`config.mk`:
```
export PLATFORM = sky130hd
export DESIGN_NAME = cpu_mu0_delay1
export DESIGN_NICKNAME = d
export VERILOG_FILES = /design/src/rtl/cpu_mu0_delay1.sv
export SDC_FILE = /design/constraint.sdc
export NUM_CORES = 1
export LEC_CHECK = 0
export CAP_MARGIN = 20
export CORE_ASPECT_RATIO = 1.1
export CORE_UTILIZATION = 30
export CTS_CLUSTER_DIAMETER = 100
export CTS_CLUSTER_SIZE = 40
export DETAILED_ROUTE_END_ITERATION = 12
export PLACE_DENSITY = 0.6
export SLEW_MARGIN = 20
export SYNTH_ARGS = -nofsm -noshare
export SYNTH_HDL_FRONTEND = slang
export SYNTH_SLANG_ARGS = --single-unit
```
`constraint.sdc`:
```
create_clock -name clk -period 3.2 [get_ports clk]
set_input_delay 0.64 -clock clk [delete_from_list [all_inputs] [get_ports clk]]
set_output_delay 0.64 -clock clk [all_outputs]
set_load 0.02 [all_outputs]
```
`src/rtl/cpu_mu0_delay1.sv`:
```
// cpu_mu0_delay1 -- multi-cycle MU0 accumulator CPU on a delay-1 RAM bus.
//
// Instruction word: [15:12] opcode, [11:0] operand S (word address).
// Per-instruction sequence:
//   FETCH -> EXEC          STO, JMP, JGE, JNE and STP (2 cycles)
//   FETCH -> EXEC -> EXEC2 LDA, ADD and SUB (3 cycles)
// After STP the core parks in HALT with running low until reset.
//
// Ports:
//   clk        system clock, rising edge
//   rst        asynchronous reset, active low
//   running    high while executing, low once halted
//   address    bus word address (0 when no strobe is active)
//   write      write strobe; RAM stores writedata on this rising edge
//   read       read strobe; readdata is valid on the following cycle
//   writedata  store data, which is always ACC (0 when not writing)
//   readdata   RAM read data
//
// Build option:
//   MU0_HALT_ON_ILLEGAL_EN  opcodes 8..F halt like STP. When this is not
//                           defined, those opcodes are 2-cycle NOPs.

module cpu_mu0_delay1 #(
  parameter logic [11:0] RESET_PC = 12'h000
) (
  input  logic        clk,
  input  logic        rst,
  output logic        running,
  output logic [11:0] address,
  output logic        write,
  output logic        read,
  output logic [15:0] writedata,
  input  logic [15:0] readdata
);

  typedef enum logic [1:0] {FETCH, EXEC, EXEC2, HALT} state_t;

  localparam logic [3:0] OP_LDA = 4'h0;
  localparam logic [3:0] OP_STO = 4'h1;
  localparam logic [3:0] OP_ADD = 4'h2;
  localparam logic [3:0] OP_SUB = 4'h3;
  localparam logic [3:0] OP_JMP = 4'h4;
  localparam logic [3:0] OP_JGE = 4'h5;
  localparam logic [3:0] OP_JNE = 4'h6;
  localparam logic [3:0] OP_STP = 4'h7;

  state_t      state, state_nxt;
  logic [11:0] pc, pc_nxt;
  logic [15:0] acc, acc_nxt;
  logic [15:0] ir, ir_nxt;
  logic        run_nxt;

  // During EXEC the instruction is decoded straight off the bus, because
  // IR is only loaded at the end of that cycle.
  logic [3:0]  op;
  logic [11:0] s;
  assign op = readdata[15:12];
  assign s  = readdata[11:0];

  // IR's operand field is held only for visibility; EXEC2 needs just the
  // opcode because the operand fetch was already issued in EXEC.
  logic unused_ir_s;
  assign unused_ir_s = ^ir[11:0];

  always_ff @(posedge clk or negedge rst) begin
    if (!rst) begin
      state   <= FETCH;
      pc      <= RESET_PC;
      acc     <= '0;
      ir      <= '0;
      running <= 1'b1;
    end else begin
      state   <= state_nxt;
      pc      <= pc_nxt;
      acc     <= acc_nxt;
      ir      <= ir_nxt;
      running <= run_nxt;
    end
  end

  always_comb begin
    state_nxt = state;
    pc_nxt    = pc;
    acc_nxt   = acc;
    ir_nxt    = ir;
    run_nxt   = running;
    address   = '0;
    read      = 1'b0;
    write     = 1'b0;
    writedata = '0;

    case (state)
      FETCH: begin
        address   = pc;
        read      = 1'b1;
        state_nxt = EXEC;
      end

      EXEC: begin
        ir_nxt    = readdata;
        pc_nxt    = pc + 12'd1;
        state_nxt = FETCH;
        case (op)
          OP_LDA, OP_ADD, OP_SUB: begin
            address   = s;
            read      = 1'b1;
            state_nxt = EXEC2;
          end
          OP_STO: begin
            address   = s;
            write     = 1'b1;
            writedata = acc;
          end
          OP_JMP: pc_nxt = s;
          OP_JGE: if (!acc[15]) pc_nxt = s;
          OP_JNE: if (acc != '0) pc_nxt = s;
          OP_STP: begin
            run_nxt   = 1'b0;
            state_nxt = HALT;
          end
          default: begin
`ifdef MU0_HALT_ON_ILLEGAL_EN
            run_nxt   = 1'b0;
            state_nxt = HALT;
`else
            state_nxt = FETCH;
`endif
          end
        endcase
      end

      EXEC2: begin
        state_nxt = FETCH;
        case (ir[15:12])
          OP_LDA:  acc_nxt = readdata;
          OP_ADD:  acc_nxt = acc + readdata;
          OP_SUB:  acc_nxt = acc - readdata;
          default: acc_nxt = acc;
        endcase
      end

      default: begin
        // HALT: stay frozen with both strobes low.
        state_nxt = HALT;
      end
    endcase

    // Strobes are gated directly by reset. If reset arrives mid-instruction,
    // the RAM therefore never sees a partial store.
    if (!rst) begin
      address   = '0;
      read      = 1'b0;
      write     = 1'b0;
      writedata = '0;
    end
  end

endmodule

```
Yosys cells after proc, flatten, opt, wreduce, memory -nomap -nowiden
Cells that the tools add are included.
{"block": "classes", "addsub": 3, "eq_ne": 11, "mux": 18, "reduce_logical": 9}
{"op": "2-to-1 mux 12 bit", "n": 4}
{"op": "2-to-1 mux 16 bit", "n": 3}
{"op": "one-hot mux 16 bit (3 select lines)", "n": 1}
{"op": "one-hot mux 12 bit (3 select lines)", "n": 1}
{"op": "one-hot mux 12 bit (2 select lines)", "n": 1}
{"op": "adder 16 bit", "n": 1}
{"op": "== test 4 x 2 -> 1 bit, second input constant", "n": 4}
{"op": "== test 4 x 3 -> 1 bit, second input constant", "n": 4}
{"op": "nonzero test 16 bit", "n": 1}
{"op": "subtractor 16 bit", "n": 1}
{"op": "adder 12 x 1 -> 12 bit, second input constant", "n": 1}
{"op": "logical NOT 4 bit", "n": 2}
{"op": "one-hot mux 2 bit (3 select lines)", "n": 1}
{"op": "2-to-1 mux 1 bit", "n": 5}
{"op": "== test 4 x 1 -> 1 bit, second input constant", "n": 1}
{"op": "one-hot mux 2 bit (2 select lines)", "n": 1}
{"op": "AND reduction 2 bit", "n": 2}
{"op": "OR reduction 4 bit", "n": 1}
{"op": "nonzero test 3 bit", "n": 1}
{"op": "OR reduction 3 bit", "n": 1}
{"op": "== test 2 x 1 -> 1 bit, second input constant", "n": 1}
{"op": "== test 2 bit, second input constant", "n": 1}
{"op": "logical NOT 2 bit", "n": 1}
{"op": "one-hot mux 1 bit (2 select lines)", "n": 1}
{"block": "word_totals", "register_bits": 47, "input_bits": 18, "output_inout_bits": 31, "word_cells": 46}

Logic depth before layout (Yosys ltp)
Gate-level depths: netlist of the first run.
{"block": "logic_depth", "ltp_word": 5, "mapped_depth": 14, "ltp_nobuf": 13}

Worst setup path before layout of the first run
Ideal clock, no wire load.
{"block": "synth_path", "kind": "input to register", "from": "input readdata[2]", "to": "register acc[14]", "setup_time_ps": 121, "arrival_ps": 3293, "t_required_ps": 3079, "path_slack_ps": -214, "cell_stages": 13, "path_buffers": 2, "path_cell_list": "clkbuf_1 nor4_4 nand2_1 o21ai_0 xor2_1 ha_1 clkbuf_1 a2111oi_2 o21ai_1 a21boi_1 a21oi_1 o32a_1 a22o_1"}
{"block": "synth_via", "elab_chain_cells": 2, "elab_cells_between_ends": 3}
{"element": "start: declaration", "line": "33", "source": "input logic [15:0] readdata"}
{"element": "subtractor 16 bit / adder 16 bit (equally long branches)", "line": "137, 136"}
{"element": "one-hot mux 16 bit (3 select lines) *", "line": "134", "source": "case (ir[15:12])"}
{"element": "end signal: assignment", "line": "75", "source": "acc <= acc_nxt;"}
{"element": "end: declaration", "line": "49", "source": "logic [15:0] acc, acc_nxt;"}
Mark *: on every way between the ends. The rest lies on a longest branch, timed or not.
A chain may end at the register's enable or synchronous reset.

Worst setup path after layout of the first run
{"block": "layout_path", "from": "input readdata[15]", "to": "output write"}
{"block": "layout_via", "elab_chain_cells": 4}
{"element": "== test 4 x 1 -> 1 bit", "line": "103", "source": "case (op)"}
{"element": "2-to-1 mux 1 bit", "line": "103"}
{"element": "2-to-1 mux 1 bit", "line": "92", "source": "case (state)"}
{"element": "2-to-1 mux 1 bit", "line": "150", "source": "if (!rst) begin"}
{"element": "end: declaration", "line": "30", "source": "output logic write,"}
Every way passes these cells.

==> run_summary.xml, run 1 <==
<?xml version="1.0" encoding="UTF-8"?>
<metrics>
  <group name="status">
    <metric name="status" unit="">finished, final reports clean</metric>
  </group>
  <group name="finish">
    <metric name="area_growth" unit="%">42.2</metric>
    <metric name="final_cell_area" unit="sq mm">0.00444</metric>
    <metric name="antennaDiodeCount" unit="">0</metric>
    <metric name="post_route_cells_drive_above_1_share" unit="">0.229</metric>
    <metric name="final_common_cell" unit="">sky130_fd_sc_hd__buf_4</metric>
    <metric name="commonest_cells_after_routing_fill_and_taps_aside" unit="">74 x sky130_fd_sc_hd__buf_4, 42 x sky130_fd_sc_hd__nand2_1, 35 x sky130_fd_sc_hd__a21oi_1</metric>
    <metric name="net_count_reported_at_finish" unit="">545</metric>
  </group>
  <group name="pwr">
    <metric name="max-vdd-ir-drop" unit="mV">0.345</metric>
    <metric name="p_comb_frac" unit="">0.688</metric>
    <metric name="static-leakage-power" unit="nW">2.04</metric>
    <metric name="power.switching" unit="mW">1.87</metric>
    <metric name="power.share.sequential" unit="">0.228</metric>
    <metric name="power.share.clock" unit="">0.084</metric>
    <metric name="internal-power" unit="mW">2.19</metric>
    <metric name="power.switching_fraction" unit="">0.460</metric>
    <metric name="power_per_cell_area" unit="mW/mm^2">914</metric>
  </group>
  <group name="placed_design">
    <metric name="postPlaceCellArea" unit="sq mm">0.00417</metric>
    <metric name="io_buffer_count" unit="">48</metric>
    <metric name="dpl.hpwl" unit="microns">7540</metric>
    <metric name="placer_congestion" unit="">0.869</metric>
  </group>
  <group name="route">
    <metric name="via_per_inst" unit="">5.38</metric>
    <metric name="drcViolationCount" unit="">0</metric>
    <metric name="avgRoutedWirePerCell" unit="microns">16.1</metric>
    <metric name="drt.antenna.violating_nets" unit="">0</metric>
    <metric name="first_pass_iters" unit="">5</metric>
    <metric name="number_of_drc_markers_in_iteration_0" unit="">155</metric>
    <metric name="detailed_route_wl" unit="microns">10100</metric>
    <metric name="vias" unit="">3389</metric>
  </group>
  <group name="timing">
    <metric name="fin_worst_skew" unit="ns">0.00515</metric>
    <metric name="hold_viol_final" unit="">0</metric>
    <metric name="fmax" unit="MHz">320</metric>
    <metric name="layout_min_cycle_time" unit="ns">3.13</metric>
    <metric name="slew_at_the_pin_with_the_worst_max_slew_slack" unit="ns">0.675</metric>
    <metric name="layout_worst_path_cycle_share" unit="">0.977</metric>
    <metric name="setup_tns" unit="ns">0</metric>
    <metric name="setup_repair_after_global_routing_missed_its_margin" unit="">false</metric>
    <metric name="max_slew_margin" unit="">0.550</metric>
    <metric name="report.final.slew_viol_count" unit="">0</metric>
    <metric name="finalSetupViolCount" unit="">0</metric>
  </group>
  <group name="global_route">
    <metric name="grt_max_degree" unit="">34</metric>
    <metric name="gr-usage-met1" unit="">0.242</metric>
    <metric name="grt_antenna_before_repair" unit="">0</metric>
    <metric name="groute.layer.met3.usage" unit="">0.0224</metric>
    <metric name="overall_fraction_of_global_route_tracks_in_use" unit="">0.189</metric>
    <metric name="globalRouteOverflowTotal" unit="">0</metric>
    <metric name="grt_pass1_wl" unit="microns">16200</metric>
    <metric name="grt_pass1_vias" unit="">3305</metric>
    <metric name="grtUsageMet2" unit="">0.336</metric>
    <metric name="top_usage_layer" unit="">met2</metric>
  </group>
  <group name="clock_network">
    <metric name="clkSlewWorstSetupHoldPaths" unit="ns">0.08</metric>
    <metric name="cts_sinks" unit="">35</metric>
    <metric name="htree_num_levels" unit="">2</metric>
    <metric name="cts_made_buffers" unit="">5</metric>
    <metric name="cts_buffer_depth" unit="">2</metric>
    <metric name="clock_latency" unit="ns">0.29</metric>
    <metric name="cts_tree" unit="">done</metric>
    <metric name="clockRootBuffer" unit="">sky130_fd_sc_hd__clkbuf_8</metric>
  </group>
  <group name="yosys">
    <metric name="netlist.top_cell.by_area" unit="">sky130_fd_sc_hd__dfrtp_1</metric>
    <metric name="yosys_most_used_dff" unit="">sky130_fd_sc_hd__dfrtp_1</metric>
    <metric name="synth.ff_latch_count" unit="">35</metric>
    <metric name="synth.avg_cell_area" unit="sq um">7.81</metric>
    <metric name="synth.top_cell.area_share" unit="">0.272</metric>
    <metric name="synth_sequential_area_ratio" unit="">0.281</metric>
    <metric name="synth-async-reset-ratio" unit="">1.00</metric>
    <metric name="mappedNetlistNets" unit="">436</metric>
    <metric name="leading_post_synthesis_cells_by_cell_area" unit="">sky130_fd_sc_hd__dfrtp_1 27%, sky130_fd_sc_hd__a21oi_1 7.0%, sky130_fd_sc_hd__ha_1 6.8%, sky130_fd_sc_hd__o21ai_0 6.4%, sky130_fd_sc_hd__nand2_1 5.3%</metric>
    <metric name="postSynthCellCount" unit="">400</metric>
    <metric name="synth_edf_count" unit="">0</metric>
    <metric name="synth_area" unit="sq mm">0.00313</metric>
    <metric name="synth_cell_type_count" unit="">53</metric>
    <metric name="synth-warning-count" unit="">0</metric>
  </group>
  <group name="critical_path">
    <metric name="worst_path_largest_cell_delay" unit="ns">0.61</metric>
    <metric name="cp-start-kind" unit="">primary input</metric>
    <metric name="reg2reg_depth" unit="">13</metric>
    <metric name="crit_path_start" unit="">readdata[15]</metric>
    <metric name="cell_with_the_biggest_individual_delay_on_the_critical_path" unit="">sky130_fd_sc_hd__clkdlybuf4s50_1</metric>
    <metric name="endpoint" unit="">write</metric>
    <metric name="critical_path.cell_chain" unit="">clkdlybuf4s50_1 &gt; nor2_1 &gt; and3_1 &gt; nor3b_2 &gt; buf_4 &gt; clkdlybuf4s50_1</metric>
    <metric name="timing.critical_path.fanout_max" unit="">10</metric>
    <metric name="criticalPathCategory" unit="">in2out</metric>
    <metric name="crit_path_end_kind" unit="">output pin</metric>
    <metric name="timing.critical_path.required" unit="ns">2.56</metric>
    <metric name="setup.reg_to_reg.worst_slack" unit="ns">0.19</metric>
    <metric name="end_of_the_worst_register_to_register_path" unit="">acc[11]</metric>
    <metric name="cpMostUsedCell" unit="">sky130_fd_sc_hd__clkdlybuf4s50_1</metric>
    <metric name="critical_path.reg2reg.startpoint" unit="">ir[15]</metric>
    <metric name="data_arrival_time_of_the_critical_path" unit="ns">2.49</metric>
  </group>
  <group name="min_path">
    <metric name="worst_hold_check_path_type" unit="">in2async</metric>
  </group>
  <group name="floorplan">
    <metric name="start_util" unit="">0.313</metric>
    <metric name="core_area" unit="sq mm">0.00998</metric>
    <metric name="die-height" unit="microns">109</metric>
    <metric name="fp.dieArea" unit="sq mm">0.0108</metric>
    <metric name="std_cell_rows" unit="">38</metric>
    <metric name="die_width" unit="microns">99.3</metric>
    <metric name="num_io_pins" unit="">49</metric>
  </group>
  <group name="run">
    <metric name="max_cap_violations" unit="">0</metric>
  </group>
</metrics>
-- cells by family after synthesis --
group,synth area share
AND/OR/NAND/NOR,0.232
XOR/XNOR,0.0729
adder cells (fa/ha/maj),0.0745
buffers and inverters,0.0432
multiplexers,0.00641
AO/OA/AOI/OAI,0.290
flip-flops,0.281
-- stage by stage --
step | util | total power [mW] | instances | hold WS [ns] | setup WS, ns
final | 0.445 | 4.06 | 630 | 0.323 | 0.0747
after CTS | 0.430 | 3.86 | 625 | 0.334 | 0.00674
after global placement | 0.417 | 3.38 | 612 | 0.452 | -0.414
after global routing | 0.445 | 4.40 | 630 | 0.349 | 0.000854
after floorplan | - | 2.49 | 400 | 0.344 | 0.0147
after detailed placement | 0.418 | 3.42 | 613 | 0.454 | -0.438
-- power by group through the flow --
stage                     Clock [mW]  Sequential, mW  Combinational (mW)
after floorplan                    0           0.844                1.64
after global placement             0           0.928                2.45
after detailed placement           0           0.934                2.49
after CTS                      0.349           0.925                2.59
after global routing           0.360           0.964                3.07
final                          0.340           0.927                2.79
-- layer usage --
| metal | part of all wire | up-vias |
|---|---|---|
| li1 | - | 1672 |
| met1 | 0.45 | 1626 |
| met2 | 0.51 | 82 |
| met3 | 0.036 | 9 |
| met4 | 0.0086 | 0 |
| met5 | 0 | - |
-- cell usage after synthesis (7+ instances only) --
library cell / n
sky130_fd_sc_hd__clkbuf_1: 19
sky130_fd_sc_hd__dfrtp_1: 34
sky130_fd_sc_hd__xor2_1: 8
sky130_fd_sc_hd__a22o_1: 12
sky130_fd_sc_hd__o21ai_0: 40
sky130_fd_sc_hd__nor2_1: 32
sky130_fd_sc_hd__a21oi_1: 44
sky130_fd_sc_hd__ha_1: 17
sky130_fd_sc_hd__xnor2_1: 18
sky130_fd_sc_hd__nand3_1: 13
sky130_fd_sc_hd__nand2_1: 44
sky130_fd_sc_hd__o22ai_1: 8
sky130_fd_sc_hd__inv_1: 10
sky130_fd_sc_hd__o21a_1: 7
sky130_fd_sc_hd__and2_1: 17
-- layout make-up --
class,count,area [sq um]
flip-flops and latches,35,877
clock inverters,2,12.5
clock buffers,6,72.6
repair buffers,125,1060
multi-input cells,332,2230
fillers,1006,5540
well taps,120,150
inverters,10,37.5
-- what timing repair did --
item,CTS,global route
buffers inserted,4,5
pin swaps,6,22
hold buffers,0,0
gates resized for setup,32,30
endpoints found under the setup margin,20,8
-- how the worst min path moves through the flow --
stage                     startpoint       end  cells after the start
final                            rst   acc[15]                      2
after global routing             rst    ir[15]                      2
after CTS                        rst  state[0]                      2
after detailed placement     running   running                      1
after global placement       running   running                      1
after floorplan                  rst    acc[0]                      0
-- sequential cells by signal, indices dropped and copies added, names as in the netlist --
signal	flops
running	1
state	2
ir	4
acc	16
pc	12
-- worst max-delay path, delay by kind of cell --
family                 cells  cell delay (ns)
and+or+nand+nor            3             0.60
buffers and inverters      3             1.24
No activity file was read; power rests on OpenSTA's default activity.
==> run 2: changes to the inputs <==
- CTS_CLUSTER_DIAMETER: 100 -> 40
==> results of run 2 <==
No change in the layout: final DEF, timing and power equal those of run 1.
==> run 3: changes to the inputs <==
- CORE_ASPECT_RATIO: 1.1 -> 0.8
==> run 3 against run 2 <==
Clock-buffer cell count stayed put. First-iteration DRC count is 43% higher. Cell count is 3.8% higher. Fmax is 1.2% higher. Core utilization is 2.6 points higher. Power is 8.2% higher. Register-to-register slack worse by 0.07 ns. Via count is 1.6% higher.
==> run_summary.xml, run 3 (synthesis gave the netlist of run 1 again) <==
<?xml version="1.0" encoding="UTF-8"?>
<metrics>
  <group name="status">
    <metric name="status" unit="">finished, final reports clean</metric>
  </group>
  <group name="pwr">
    <metric name="power_per_cell_area" unit="mW/mm^2">944</metric>
    <metric name="static-leakage-power" unit="nW">2.17</metric>
    <metric name="max-vdd-ir-drop" unit="mV">0.454</metric>
  </group>
  <group name="clock_network">
    <metric name="cts_buffer_depth" unit="">2</metric>
    <metric name="cts_sinks" unit="">35</metric>
    <metric name="clock_latency" unit="ns">0.29</metric>
    <metric name="clockRootBuffer" unit="">sky130_fd_sc_hd__clkbuf_16</metric>
    <metric name="clkSlewWorstSetupHoldPaths" unit="ns">0.06</metric>
    <metric name="cts_tree" unit="">done</metric>
    <metric name="cts_hold_buf" unit="">0</metric>
    <metric name="htree_num_levels" unit="">2</metric>
    <metric name="cts_made_buffers" unit="">5</metric>
  </group>
  <group name="min_path">
    <metric name="worst_hold_check_path_type" unit="">in2async</metric>
  </group>
  <group name="route">
    <metric name="detailed_route_wl" unit="microns">10600</metric>
    <metric name="drt.antenna.violating_nets" unit="">0</metric>
    <metric name="avgRoutedWirePerCell" unit="microns">16.2</metric>
    <metric name="first_pass_iters" unit="">5</metric>
    <metric name="via_per_inst" unit="">5.26</metric>
    <metric name="vias" unit="">3443</metric>
    <metric name="number_of_drc_markers_in_iteration_0" unit="">222</metric>
    <metric name="drcViolationCount" unit="">0</metric>
  </group>
  <group name="critical_path">
    <metric name="cpMostUsedCell" unit="">sky130_fd_sc_hd__clkdlybuf4s50_1</metric>
    <metric name="cell_with_the_biggest_individual_delay_on_the_critical_path" unit="">sky130_fd_sc_hd__clkdlybuf4s50_1</metric>
    <metric name="data_arrival_time_of_the_critical_path" unit="ns">2.45</metric>
    <metric name="setup.reg_to_reg.worst_slack" unit="ns">0.12</metric>
    <metric name="timing.critical_path.fanout_max" unit="">11</metric>
    <metric name="crit_path_end_kind" unit="">output pin</metric>
    <metric name="cp_top_family" unit="">buffers and inverters</metric>
    <metric name="timing.critical_path.depth" unit="">6</metric>
    <metric name="timing.critical_path.required" unit="ns">2.56</metric>
    <metric name="crit_path_start" unit="">readdata[14]</metric>
    <metric name="end_of_the_worst_register_to_register_path" unit="">acc[5]</metric>
    <metric name="reg2reg_depth" unit="">11</metric>
    <metric name="endpoint" unit="">address[5]</metric>
    <metric name="critical_path.cell_chain" unit="">clkdlybuf4s50_1 &gt; nor2_1 &gt; and3_1 &gt; buf_4 &gt; a22o_1 &gt; clkdlybuf4s50_1</metric>
    <metric name="critical_path.reg2reg.startpoint" unit="">ir[15]</metric>
    <metric name="criticalPathCategory" unit="">in2out</metric>
    <metric name="worst_path_largest_cell_delay" unit="ns">0.62</metric>
    <metric name="cp-start-kind" unit="">primary input</metric>
    <metric name="critical_path_buf_inv_count" unit="">3</metric>
  </group>
  <group name="finish">
    <metric name="largest_register_ffs" unit="">16</metric>
    <metric name="area_growth" unit="%">48.9</metric>
    <metric name="net_count_reported_at_finish" unit="">553</metric>
    <metric name="commonest_cells_after_routing_fill_and_taps_aside" unit="">81 x sky130_fd_sc_hd__buf_4, 41 x sky130_fd_sc_hd__nand2_1, 35 x sky130_fd_sc_hd__a21oi_1</metric>
    <metric name="antennaDiodeCount" unit="">0</metric>
    <metric name="post_route_cells_drive_above_1_share" unit="">0.253</metric>
    <metric name="final_common_cell" unit="">sky130_fd_sc_hd__buf_4</metric>
    <metric name="largest_registers" unit="">acc (16), pc (12), ir (4)</metric>
    <metric name="largest-register" unit="">acc</metric>
  </group>
  <group name="floorplan">
    <metric name="num_io_pins" unit="">49</metric>
    <metric name="std_cell_rows" unit="">32</metric>
    <metric name="die_width" unit="microns">116</metric>
    <metric name="die-height" unit="microns">93.3</metric>
    <metric name="fp.dieArea" unit="sq mm">0.0108</metric>
    <metric name="start_util" unit="">0.316</metric>
    <metric name="core_area" unit="sq mm">0.00989</metric>
  </group>
  <group name="timing">
    <metric name="fin_worst_skew" unit="ns">0.00541</metric>
    <metric name="finalSetupViolCount" unit="">0</metric>
    <metric name="finalHoldWorstSlack" unit="ns">0.165</metric>
    <metric name="hold_viol_final" unit="">0</metric>
    <metric name="max_slew_margin" unit="">0.507</metric>
    <metric name="slew_at_the_pin_with_the_worst_max_slew_slack" unit="ns">0.740</metric>
    <metric name="layout_worst_path_cycle_share" unit="">0.965</metric>
    <metric name="setup_tns" unit="ns">0</metric>
    <metric name="report.final.slew_viol_count" unit="">0</metric>
    <metric name="layout_min_cycle_time" unit="ns">3.09</metric>
    <metric name="fmax" unit="MHz">324</metric>
  </group>
  <group name="global_route">
    <metric name="grt_antenna_before_repair" unit="">0</metric>
    <metric name="globalRouteOverflowTotal" unit="">0</metric>
    <metric name="grt_max_degree" unit="">34</metric>
    <metric name="grt_pass1_wl" unit="microns">17500</metric>
    <metric name="overall_fraction_of_global_route_tracks_in_use" unit="">0.211</metric>
    <metric name="grt_pass1_vias" unit="">3392</metric>
  </group>
  <group name="run">
    <metric name="max_cap_violations" unit="">0</metric>
  </group>
  <group name="placed_design">
    <metric name="io_buffer_count" unit="">48</metric>
    <metric name="dpl.hpwl" unit="microns">8020</metric>
    <metric name="placer_congestion" unit="">0.913</metric>
  </group>
</metrics>
run 3: cell types whose count changed in the layout (fill, tap and decap cells not counted), sizes merged:
cell           delta
buf               +8
bufinv            +1
clkbuf            +1
clkdlybuf4s50     -1
clkinvlp          -1
dlygate4sd2       -2
dlymetal6s2s      +2
run 3: worst min path at each step:
stage	startpoint	endpoint	cells past startpoint
finish	rst	state[0]	1
global route	rst	state[1]	1
CTS	rst	state[0]	1
detailed placement	running	running	1
global placement	running	running	1
floorplan	rst	acc[0]	0
run 3: through the flow:
stage          setup WS, ns  cells  instance area (sq um)  power [mW]  utilization
5_1_grt             -0.0104    654                   4650        4.74        0.471
6_report              0.113    654                   4650        4.39        0.471
4_1_cts             0.00487    650                   4510        4.27        0.456
3_3_place_gp         -0.401    635                   4230        3.46        0.428
2_1_floorplan        0.0147    400                   3130        2.49            -
3_5_place_dp         -0.428    635                   4230        3.50        0.428
run 3: power by group:
part / internal (mW) / leakage (nW) / switching (mW)
clock network: 0.388 / 0.0868 / 0.210
logic: 1.41 / 1.67 / 1.44
registers: 0.660 / 0.407 / 0.290
total: 2.46 / 2.17 / 1.94
run 3: routing by layer:
metal / track usage / wire length, microns
met4: 0.0395 / 90
met3: 0.0395 / 537
met1: 0.311 / 5310
met5: 0 / 0
met2: 0.317 / 4670
run 3: timing repair:
action                                  4_1_cts  5_1_grt
setup buffers                                 7        4
resized for setup                            36       36
endpoints found under the setup margin       21       20
pin swaps                                    14       27
run 3: worst reg2reg max path: stages (launching register included):
cell and delay [ns]:
sky130_fd_sc_hd__dfrtp_1 0.44, sky130_fd_sc_hd__nor3b_4 0.37, sky130_fd_sc_hd__nand2_2 0.22, sky130_fd_sc_hd__mux2i_4 0.25, sky130_fd_sc_hd__buf_4 0.14, sky130_fd_sc_hd__ha_1 0.26, sky130_fd_sc_hd__nor2b_1 0.14, sky130_fd_sc_hd__o31a_1 0.35
sky130_fd_sc_hd__o21a_1 0.21, sky130_fd_sc_hd__or4_1 0.39, sky130_fd_sc_hd__o211ai_1 0.10, sky130_fd_sc_hd__o21ai_0 0.09
run 3: layout make-up:
type	instances	area (sq um)
multi-input combinational	332	2260
tap	136	170
clock inverter	2	35.0
sequential	35	877
inverter	10	37.5
fill	1005	5240
timing repair buffer	133	1130
clock buffer	6	139
